<file path="config.mk">
export PLATFORM = sky130hd
export DESIGN_NAME = onehot_decoder_pipe
export DESIGN_NICKNAME = d
export VERILOG_FILES = /design/src/rtl/onehot_decoder_pipe.sv
export SDC_FILE = /design/constraint.sdc
export NUM_CORES = 1
export LEC_CHECK = 0
export CORE_ASPECT_RATIO = 0.6
export CORE_MARGIN = 2
export CORE_UTILIZATION = 35
export DETAILED_ROUTE_END_ITERATION = 12
export PLACE_DENSITY = 0.56
export REMOVE_ABC_BUFFERS = 1
export SETUP_SLACK_MARGIN = 0.5
export SYNTH_ARGS = -nofsm -noshare
export SYNTH_HDL_FRONTEND = slang
export SYNTH_SLANG_ARGS = --single-unit
</file>
<file path="constraint.sdc">
create_clock -name clk -period 2.35 [get_ports clk]
set_input_delay 0.47 -clock clk [delete_from_list [all_inputs] [get_ports clk]]
set_output_delay 0.47 -clock clk [all_outputs]
set_load 0.005 [all_outputs]
</file>
<file path="src/rtl/onehot_decoder_pipe.sv">
// One-hot code decoder feeding a 2-entry result FIFO.
// Multi-bit codes decode to their highest set bit, as an MSB-first priority encoder would.
module onehot_decoder_pipe #(
    parameter int N  = 4,
    parameter int IW = 2
) (
    input  logic          clk,
    input  logic          resetn,
    input  logic          in_valid,
    output logic          in_ready,
    input  logic [N-1:0]  in_code,
    output logic          out_valid,
    input  logic          out_ready,
    output logic [IW-1:0] out_idx,
    output logic          out_zero,
    output logic          out_err,
    output logic [7:0]    err_cnt
);

    localparam int EW = IW + 2;  // entry layout: {idx, zero, err}

    logic [IW-1:0] dec_idx;
    logic          dec_zero;
    logic          dec_err;
    logic          dec_seen;

    always_comb begin
        dec_idx  = '0;
        dec_seen = 1'b0;
        dec_err  = 1'b0;
        for (int i = 0; i < N; i++) begin
            if (in_code[i]) begin
                if (dec_seen) begin
                    dec_err = 1'b1;
                end
                dec_seen = 1'b1;
                dec_idx  = IW'(i);
            end
        end
        dec_zero = !dec_seen;
    end

    logic [EW-1:0] mem_q [2];
    logic [EW-1:0] mem_d [2];
    logic [1:0]    count_q, count_d;
    logic          wr_ptr_q, wr_ptr_d;
    logic          rd_ptr_q, rd_ptr_d;
    logic [7:0]    err_cnt_q, err_cnt_d;
    logic          push;
    logic          pop;
    logic [EW-1:0] head;

    assign in_ready  = (count_q != 2'd2) && resetn;
    assign out_valid = (count_q != 2'd0);
    assign push      = in_valid && in_ready;
    assign pop       = out_valid && out_ready;
    assign head      = mem_q[rd_ptr_q];

    // Payload is gated so an empty FIFO reads as all zeros regardless of stale storage.
    assign out_idx  = out_valid ? head[EW-1:2] : '0;
    assign out_zero = out_valid && head[1];
    assign out_err  = out_valid && head[0];
    assign err_cnt  = err_cnt_q;

    always_comb begin
        mem_d[0]  = mem_q[0];
        mem_d[1]  = mem_q[1];
        wr_ptr_d  = wr_ptr_q;
        rd_ptr_d  = rd_ptr_q;
        count_d   = count_q;
        err_cnt_d = err_cnt_q;
        if (push) begin
            mem_d[wr_ptr_q] = {dec_idx, dec_zero, dec_err};
            wr_ptr_d        = !wr_ptr_q;
            if (dec_err && (err_cnt_q != 8'hFF)) begin
                err_cnt_d = err_cnt_q + 8'd1;
            end
        end
        if (pop) begin
            rd_ptr_d = !rd_ptr_q;
        end
        case ({push, pop})
            2'b10:   count_d = count_q + 2'd1;
            2'b01:   count_d = count_q - 2'd1;
            default: count_d = count_q;
        endcase
    end

    always_ff @(posedge clk) begin
        if (!resetn) begin
            count_q   <= 2'd0;
            wr_ptr_q  <= 1'b0;
            rd_ptr_q  <= 1'b0;
            err_cnt_q <= 8'd0;
        end else begin
            count_q   <= count_d;
            wr_ptr_q  <= wr_ptr_d;
            rd_ptr_q  <= rd_ptr_d;
            err_cnt_q <= err_cnt_d;
        end
    end

    // Storage needs no reset: it is only observed through a nonzero count.
    always_ff @(posedge clk) begin
        mem_q[0] <= mem_d[0];
        mem_q[1] <= mem_d[1];
    end

endmodule

</file>
==> flow_summary.json, run 1 <==
{
  "grt_start_max_net_pins": 15,
  "grt_overflow": 0,
  "grt_pass1_vias": 643,
  "root_buffer": "clkbuf_8",
  "fin_crit_sh": 0.7683,
  "rr_worst_depth": 5,
  "start_kind": "input pin",
  "gp_congestion": 0.7423,
  "cp_max_fo": 7,
  "vias": 768,
  "finalHoldViolCount": 0,
  "path_class": "input pin to flip-flop",
  "numPlacedInstances": 154,
  "regToRegStartpoint": "err_cnt[0]$_SDFFE_PN0P_",
  "worstHoldPathType": "flip-flop to flip-flop",
  "row_count": 15,
  "synth-compound-area-share": 0.05556,
  "ir_drop_uv": 390.2,
  "power_density_mw_per_mm2": 745.6,
  "core_area_sq_mm": 0.002815,
  "synth_xor_area_frac": 0.02593,
  "tns_ns": 0,
  "drtAntennaViolNets": 0,
  "rr_endpoint": "err_cnt[7]$_SDFFE_PN0P_",
  "synth_top_family_by_area": "simple AND/OR/NAND/NOR gates",
  "first_pass_iters": 3,
  "io_pins": 22,
  "end_kind": "flip-flop",
  "synth-seq-cells": 21,
  "stdcell_count": 159,
  "drt_wl_total_um": 2049,
  "grt_pass1_wl_um": 3208,
  "cts.reportedPaths.clkPinSlew_ns": 0.08,
  "synthCells": 100,
  "area_growth_pct": 34.32,
  "die_w_um": 73.47,
  "dpl_cell_area_sq_mm": 0.001266,
  "clock-sinks": 21,
  "max_freq_ghz": 0.5539,
  "grt_use_total": 0.1314,
  "synth-simple-area-share": 0.2457,
  "synth-adder-area-share": 0.03457,
  "numCtsBuffers": 3,
  "worstPathRequired_ns": 2.49,
  "slew_headroom": 0.7109,
  "hpwlAfterDp_um": 1505,
  "n_fill_cell": 262,
  "skew_ns": 0.006947,
  "antenna_found_initial": 0,
  "drv_slew": 0,
  "ys_seq_area_frac": 0.4938,
  "start_util": 0.3600,
  "rsz0062_at_grt": "yes",
  "final-setup-viol-count": 0,
  "worst_slew_pin_slew_ns": 0.4320,
  "holdBufCountCts": 0,
  "status": "complete, no violations",
  "fin_area_sq_mm": 0.001361,
  "post_drt_wl_per_cell_um": 12.89,
  "drcViolationCount": 0,
  "ys_types": 34,
  "die_area_sq_mm": 0.003356,
  "layout-drive-gt1-share": 0.1520,
  "cts_tree": "built",
  "synth.area.mux_share": 0.1086,
  "p_leak_nw": 0.5115,
  "cap_violations": 0,
  "crit_path_start": "in_code[2]",
  "antenna_cells": 0,
  "ctsHtreeMaxLevel": 1,
  "ys_warn_count": 0,
  "avgSynthCellArea_sq_um": 10.13,
  "layout_common_cells": "clkdlybuf4s50_1 (17), mux2i_1 (11), dfxtp_1 (10)",
  "dieHeight_um": 45.68,
  "clk_path_buf_depth": 2,
  "reg2reg_slack_ns": 0.60,
  "drt_iter0_drc": 35,
  "via_per_inst": 4.830,
  "cp.arrival_ns": 1.94,
  "final_common_cell": "clkdlybuf4s50_1",
  "cp-endpoint": "err_cnt[2]$_SDFFE_PN0P_",
  "synth_area_sq_mm": 0.001013,
  "layout.nets": 136,
  "clock_latency_ns": 0.26,
  "fin_crit_ns": 1.805,
  "io_buffers": 21
}
[worst max-delay path, stage by stage]
cell and delay (ns):
clkdlybuf4s50_1 0.46, maj3_2 0.35, o21ai_4 0.24, inv_2 0.09, and4_1 0.21, mux2i_1 0.12
[per-layer routing]
| layer | routed length [um] | vias up | track usage |
|---|---|---|---|
| met5 | 0 | - | 0 |
| met4 | 10 | 0 | 0.03273 |
| met3 | 97 | 2 | 0.04867 |
| met2 | 820 | 14 | 0.1696 |
| met1 | 1119 | 350 | 0.2014 |
| li1 | - | 402 | - |
[state kept, by name, indices dropped and copies added (netlist names), named ones only]
| name | cells |
|---|---|
| count_q | 2 |
| err_cnt | 8 |
| mem_q | 8 |
| rd_ptr_q | 1 |
| wr_ptr_q | 1 |
[area by class of cell]
cell class              count  area [sq um]  share of cell area
multi-input cells          70         505.5              0.3713
clock inverters             1         5.005            0.003676
inverters                   7         28.78             0.02114
well taps                  34         42.54             0.03125
flip-flops and latches     21         509.2              0.3741
repair buffers             23         229.0              0.1682
clock buffers               3         41.29             0.03033
[synth_stat cells]
library cell,n,area share
dfxtp_1,13,0.26
mux2i_1,11,0.11
nor2_1,10,0.037
edfxtp_1,8,0.24
nand2_1,7,0.026
and2_1,5,0.031
inv_1,5,0.019
nand2b_1,3,0.019
nand3_1,3,0.015
nand4_1,3,0.019
nor4_1,3,0.019
clkbuf_1,2,0.0074
ha_1,2,0.025
o21ai_0,2,0.0099
or2_2,2,0.012
or3_1,2,0.012
xnor2_1,2,0.017
a21boi_0,1,0.0074
a21boi_1,1,0.0074
a21o_1,1,0.0074
and3_4,1,0.011
and4_1,1,0.0086
inv_2,1,0.0037
inv_4,1,0.0062
maj3_1,1,0.0099
nand3_2,1,0.0099
nor2b_1,1,0.0062
nor3_1,1,0.0049
o21a_1,1,0.0074
o21ai_2,1,0.0086
o31ai_1,1,0.0074
or3b_1,1,0.0086
or4_1,1,0.0074
xor2_1,1,0.0086
[power breakdown]
part / switching (mW) / internal [mW]
clock: 0.118 / 0.118
sequential: 0.0470 / 0.429
combinational: 0.124 / 0.179
total: 0.289 / 0.726
[kinds of logic (layout without fill, tap and decap cells)]
kind of cell / Yosys count / after routing
and+or+nand+nor: 45 / 45
buffers and inverters: 9 / 34
muxes: 11 / 11
DFF: 21 / 21
AOI/OAI and AO/OA: 8 / 8
adders and majority gates: 3 / 3
xor gates and xnor gates: 3 / 3
[stage by stage]
| step | power [mW] | hold slack [ns] | util | setup slack [ns] |
|---|---|---|---|---|
| finish | 1.015 | 0.5121 | 0.4836 | 0.5445 |
| global route | 1.087 | 0.5373 | 0.4836 | 0.4728 |
| CTS | 1.024 | 0.5129 | 0.4773 | 0.5017 |
| detailed placement | 0.7615 | 0.5018 | 0.4498 | 0.09440 |
| global placement | 0.7573 | 0.4854 | 0.4498 | 0.1422 |
| floorplan | 0.6182 | 0.4758 | - | 0.7224 |
[how the worst min path moves through the flow]
stage / from / endpoint / cells past startpoint / slack [ns]
floorplan: err_cnt[6]$_SDFFE_PN0P_ / err_cnt[6]$_SDFFE_PN0P_ / 2 / 0.48
global placement: err_cnt[6]$_SDFFE_PN0P_ / err_cnt[6]$_SDFFE_PN0P_ / 2 / 0.49
detailed placement: err_cnt[4]$_SDFFE_PN0P_ / err_cnt[4]$_SDFFE_PN0P_ / 2 / 0.50
CTS: err_cnt[4]$_SDFFE_PN0P_ / err_cnt[4]$_SDFFE_PN0P_ / 2 / 0.51
global route: err_cnt[4]$_SDFFE_PN0P_ / err_cnt[4]$_SDFFE_PN0P_ / 2 / 0.54
finish: err_cnt[4]$_SDFFE_PN0P_ / err_cnt[4]$_SDFFE_PN0P_ / 1 / 0.51
[what timing repair did]
| action | in CTS | in global routing |
|---|---|---|
| setup endpoints to repair | 10 | 8 |
| endpoints found under the hold margin | 0 | 0 |
| resized for setup | 10 | 6 |
| setup buffers | 0 | 1 |
| pin swaps | 0 | 1 |
Power figures use the tool's default switching activity.
==> inputs of run 2 (changes only) <==
--- a/config.mk
+++ b/config.mk
@@ -9,7 +9,7 @@
 export CORE_MARGIN = 2
 export CORE_UTILIZATION = 35
 export DETAILED_ROUTE_END_ITERATION = 12
-export PLACE_DENSITY = 0.56
+export PLACE_DENSITY = 0.58
 export REMOVE_ABC_BUFFERS = 1
 export SETUP_SLACK_MARGIN = 0.5
 export SYNTH_ARGS = -nofsm -noshare
==> constraint.sdc (replaced) <==
create_clock -name clk -period 1.53 [get_ports clk]
set_input_delay 0.306 -clock clk [delete_from_list [all_inputs] [get_ports clk]]
set_output_delay 0.306 -clock clk [all_outputs]
set_load 0.005 [all_outputs]
==> flow_summary.json, run 2 (synthesis gave the netlist of run 1 again) <==
{
  "critical_path_buf_inv_count": 0,
  "die_w_um": 73.47,
  "ctsHtreeMaxLevel": 1,
  "slew_headroom": 0.7808,
  "p_sw_frac": 0.2970,
  "dieHeight_um": 45.68,
  "fin_area_sq_mm": 0.001992,
  "start_util": 0.3600,
  "cp_slowest_stage_delay_ns": 0.42,
  "dpl_cell_area_sq_mm": 0.001444,
  "via_per_inst": 4.903,
  "worstHoldPathType": "input pin to flip-flop",
  "grt_use_total": 0.1987,
  "dr_wl_met2_um": 1474,
  "regToRegStartpoint": "err_cnt[0]$_SDFFE_PN0P_",
  "grt_pass1_wl_um": 4795,
  "p_comb_frac": 0.475,
  "setup_slack_ns": -0.04787,
  "reg2reg_slack_ns": -0.05,
  "cp_max_fo": 2,
  "drt_wl_total_um": 3001,
  "holdBufCountCts": 0,
  "worst_slew_pin_slew_ns": 0.3284,
  "hpwlAfterDp_um": 1739,
  "final_common_cell": "buf_6",
  "cp_slowest_cell": "or4_4",
  "skew_ns": 0.004001,
  "tns_ns": -0.08607,
  "worstHoldStart": "in_code[3]",
  "drv_slew": 0,
  "wl_met1_um": 1300,
  "die_area_sq_mm": 0.003356,
  "antenna_cells": 0,
  "cts.reportedPaths.clkPinSlew_ns": 0.08,
  "violations": "setup timing",
  "power_density_mw_per_mm2": 1042,
  "rr_endpoint": "err_cnt[7]$_SDFFE_PN0P_",
  "p_sw_mw": 0.6164,
  "io_buffers": 21,
  "power.clock.fraction": 0.178,
  "drt_iter0_drc": 54,
  "path_class": "flip-flop to flip-flop",
  "fin_crit_sh": 1.031,
  "drtAntennaViolNets": 0,
  "grt_start_max_net_pins": 13,
  "fin_crit_ns": 1.578,
  "layout.nets": 183,
  "p_leak_nw": 0.8214,
  "ir_drop_uv": 583.3,
  "clk_path_buf_depth": 2,
  "finalHoldViolCount": 0,
  "dr_wl_met3_um": 169,
  "status": "complete, but fails checks",
  "antenna_found_initial": 0,
  "gp_congestion": 0.8416,
  "rsz0062_at_grt": "yes",
  "max_freq_ghz": 0.6338,
  "numPlacedInstances": 176,
  "grt_overflow": 0,
  "worstPathRequired_ns": 1.72,
  "clock-sinks": 21,
  "cp_top_family": "simple AND/OR/NAND/NOR gates",
  "layout_common_cells": "buf_6 (31), buf_4 (27), mux2i_1 (11)",
  "post_drt_wl_per_cell_um": 14.57,
  "crit_chain": "ha_4 > nand3_2 > or3b_4 > or4_4 > a21boi_1",
  "numCtsBuffers": 3,
  "row_count": 15,
  "area_growth_pct": 96.54,
  "final-setup-viol-count": 3,
  "rr_worst_depth": 5,
  "hold_end": "mem_q[1][3]$_DFFE_PP_",
  "start_kind": "flip-flop",
  "cap_violations": 0,
  "power_frac_seq": 0.347,
  "core_area_sq_mm": 0.002815,
  "top_layer": "met4",
  "drcViolationCount": 0,
  "timing.hold.ws_ns": 0.4287,
  "min_path_cells": 3,
  "root_buffer": "clkbuf_8",
  "vias": 1010,
  "io_pins": 22,
  "grt_pass1_vias": 971,
  "stdcell_count": 206,
  "end_kind": "flip-flop",
  "cp.arrival_ns": 1.77,
  "clock_latency_ns": 0.26,
  "cts_tree": "built",
  "internal-power_mw": 1.459,
  "layout-drive-gt1-share": 0.6628,
  "first_pass_iters": 4
}
==> run 2: cell types whose count changed in the layout (fill, tap and decap cells not counted), sizes merged <==
cell           before  now
buf                 2   66
clkdlybuf4s50      17    1
dlygate4sd2         1    2
dlymetal6s2s        2    0
==> run 2: worst max-delay path by stage <==
stage                                 start                       to  slack [ns]  cells after the start
floorplan           err_cnt[0]$_SDFFE_PN0P_  err_cnt[7]$_SDFFE_PN0P_        -0.1                      5
CTS                 count_q[0]$_SDFFE_PN0P_  err_cnt[7]$_SDFFE_PN0P_       -0.03                      6
finish              err_cnt[0]$_SDFFE_PN0P_  err_cnt[7]$_SDFFE_PN0P_       -0.05                      5
detailed placement                   resetn  count_q[1]$_SDFFE_PN0P_       -0.49                      6
global placement                     resetn  count_q[1]$_SDFFE_PN0P_       -0.40                      6
global route        err_cnt[1]$_SDFFE_PN0P_  err_cnt[7]$_SDFFE_PN0P_        -0.1                      5
==> run 2: final cells by class <==
cell class / instances / area, sq um
repair buffers: 70 / 669.4
clock buffers: 3 / 41.29
multi-input cells: 70 / 680.7
well taps: 34 / 42.54
clock inverters: 1 / 5.005
fillers: 197 / 823.3
inverters: 7 / 28.78
flip-flops and latches: 21 / 524.3
==> run 2: worst reg2reg max path: stages (launching register included) <==
cell and delay (ns):
dfxtp_2 0.34, ha_4 0.16, nand3_2 0.07, or3b_4 0.38, or4_4 0.42, a21boi_1 0.14
==> run 2: power by group through the flow <==
stage	Clock [mW]	Combinational, mW	Sequential, mW
4_1_cts	0.381	0.831	0.722
3_5_place_dp	0	0.573	0.702
2_1_floorplan	0	0.243	0.707
5_1_grt	0.416	1.06	0.727
3_3_place_gp	0	0.554	0.699
6_report	0.369	0.986	0.721
==> run 2: through the flow <==
| step | utilization | power, mW | setup slack [ns] |
|---|---|---|---|
| final | 0.7076 | 2.076 | -0.04787 |
| after global routing | 0.7076 | 2.207 | -0.09989 |
| after CTS | 0.6578 | 1.934 | -0.02693 |
| after detailed placement | 0.5129 | 1.275 | -0.4864 |
| after global placement | 0.5129 | 1.253 | -0.3996 |
| after floorplan | - | 0.9495 | -0.09755 |
==> run 2: timing repair <==
item	CTS	global route
setup buffers	17	9
setup endpoints to repair	43	37
gates resized for setup	137	20
pin swaps	17	7
==> run 2: layer usage <==
layer  global-route usage  up-vias
met5                    0        -
met1               0.2541      480
li1                     -      496
met2               0.3268       26
met3              0.06858        8
met4              0.05091        0
==> RTL edit: new RTL, flow settings as in run 2 <==
`IW`: 2 -> 1.
--- a/src/rtl/onehot_decoder_pipe.sv
+++ b/src/rtl/onehot_decoder_pipe.sv
@@ -2,7 +2,7 @@
 // Multi-bit codes decode to their highest set bit, as an MSB-first priority encoder would.
 module onehot_decoder_pipe #(
     parameter int N  = 4,
-    parameter int IW = 2
+    parameter int IW = 1
 ) (
     input  logic          clk,
     input  logic          resetn,
Interface: changed (resized out_idx); port bits go from 22 to 21. No check against the original RTL was run, so the function may have changed too.
==> RTL edit against run 2 <==
First-iteration DRC count down 5.6%. Combinational power is 14% lower. Area after synthesis fell by 7.8%. Die area decreased by 7.2%. Wire length shrank 4.3%. Sequential cell count fell by 2. Via count is 12% lower. Setup slack improved by 0.091 ns. Final cell count shrank 13%. Clock skew rose by 0.00057 ns. Power shrank 12%. Cell area fell by 9.9%. Highest routed layer unchanged.
==> RTL edit: results (changes against run 2) <==
Global routing:
- The maximum number of pins on one net before global-route repair came to 15 (+2).
- The via count of the first global-routing pass is 819 (-16%).
- The overall fraction of global-route tracks in use is 0.169 (-0.0302).

Setup path:
- The endpoint of the lowest-slack register-to-register path is count_q[1]$_SDFFE_PN0P_.
- The signal arrival time at the worst endpoint is 1.67 ns (-0.10 ns).
- The cell at the slowest stage of the critical path is sky130_fd_sc_hd__dfxtp_2.
- The worst setup slack for register-to-register paths is 0.04 ns (+0.09 ns).

Logic synthesis:
- The number of distinct library cells after synthesis is 32 (-5.9%).
- The average footprint of a synthesized cell came to 10.3 um^2 (+1.3%).
- In the post-synthesis netlist, the biggest area contributors are sky130_fd_sc_hd__dfxtp_1, sky130_fd_sc_hd__edfxtp_1, sky130_fd_sc_hd__mux2i_1, sky130_fd_sc_hd__nand2_1, sky130_fd_sc_hd__nor4_1.
- The number of synthesized flops with an enable pin is 6 (-2).
- The fraction of synthesized area in multiplexers was 0.118 (+0.00916).
- The xor/xnor cell area share of the yosys netlist is 0.0281 (+0.00219).

Min path:
- The path with the worst hold slack has its endpoint at mem_q[1][2]$_DFFE_PP_.
- The hold-critical path depth is 2 (-1).
- The source of the worst hold timing path is in_code[1].

Cells and area:
- The number of inserted filler cells in the final layout is 167 (-15%).

Route:
- The count of vias placed by the detailed router is 888 (-12%).
- The number of design-rule violations left by the first detailed-router iteration is 51 (-5.6%).
- The total routed wirelength is 2870 um (-4.3%).

Place:
- The final RePlAce weighted congestion is 0.770 (-8.5%).
- The number of cells in the design after placement was 154 (-13%).

Pwr:
- The leakage power is 0.712 nW (-13%).
- The cell-internal power was 1.28 mW (-12%).
- The peak supply drop is 670 uV (+15%).

STA:
- The worst hold margin came to 0.362 ns (-0.0670 ns).
- The transition at the pin with the smallest max-transition slack came to 0.260 ns (-0.0683 ns).
- The setup clock skew after layout is 0.00457 ns (+0.000565 ns).

Status:
- The run finished with clean final reports.
==> RTL edit: kinds of logic after synthesis <==
family          count (synthesis)
simple gates                   42
flops                          19
mux                            11
buf+inv                         7
compound gates                  6
xor+xnor                        3
fa+ha+maj                       3
==> RTL edit: routing by layer <==
metal  wire (um)  vias up  share of wire  global-route usage
met2        1420       16           0.49               0.260
met5           0        -              0                   0
met1        1310      433           0.46               0.232
met4          40        0          0.014              0.0340
li1            -      435              -                   -
met3         104        4          0.036              0.0615
==> RTL edit: area by class of cell <==
cell class | instances | area [um^2] | area share
Clock inverter | 1 | 5.00 | 0.00279
Multi-Input combinational cell | 65 | 667 | 0.372
Clock buffer | 3 | 41.3 | 0.0230
Timing Repair Buffer | 54 | 564 | 0.315
Sequential cell | 19 | 458 | 0.255
Tap cell | 32 | 40.0 | 0.0223
Inverter | 5 | 18.8 | 0.0105
==> RTL edit: worst max path at each step <==
stage	from	to	slack [ns]	cells past startpoint
after detailed placement	in_code[2]	err_cnt[1]$_SDFFE_PN0P_	-0.38	5
final	count_q[1]$_SDFFE_PN0P_	count_q[1]$_SDFFE_PN0P_	0.04	5
after floorplan	count_q[1]$_SDFFE_PN0P_	count_q[1]$_SDFFE_PN0P_	-0.08	5
after CTS	count_q[0]$_SDFFE_PN0P_	count_q[1]$_SDFFE_PN0P_	0.07	7
after global placement	resetn	count_q[1]$_SDFFE_PN0P_	-0.35	5
after global routing	count_q[0]$_SDFFE_PN0P_	count_q[1]$_SDFFE_PN0P_	-0.02	7
==> RTL edit: power groups by stage <==
stage	clock (mW)	combinational, mW	sequential (mW)
final	0.343	0.846	0.645
after global routing	0.386	0.904	0.651
after CTS	0.352	0.704	0.636
after detailed placement	0	0.536	0.635
after global placement	0	0.527	0.633
after floorplan	0	0.228	0.637
==> RTL edit: what timing repair did <==
action                                  CTS  global route
gates resized for setup                 125            28
cloned                                    0             1
endpoints found under the setup margin   38            34
setup buffers                            14             6
pin swaps                                16            14
==> RTL edit: metrics by stage <==
stage          utilization  cell area (um^2)  worst slack (ns)
2_1_floorplan            -               926           -0.0825
3_3_place_gp         0.501              1260            -0.348
3_5_place_dp         0.501              1260            -0.383
4_1_cts              0.651              1640            0.0697
5_1_grt              0.711              1790           -0.0244
6_report             0.711              1790            0.0435
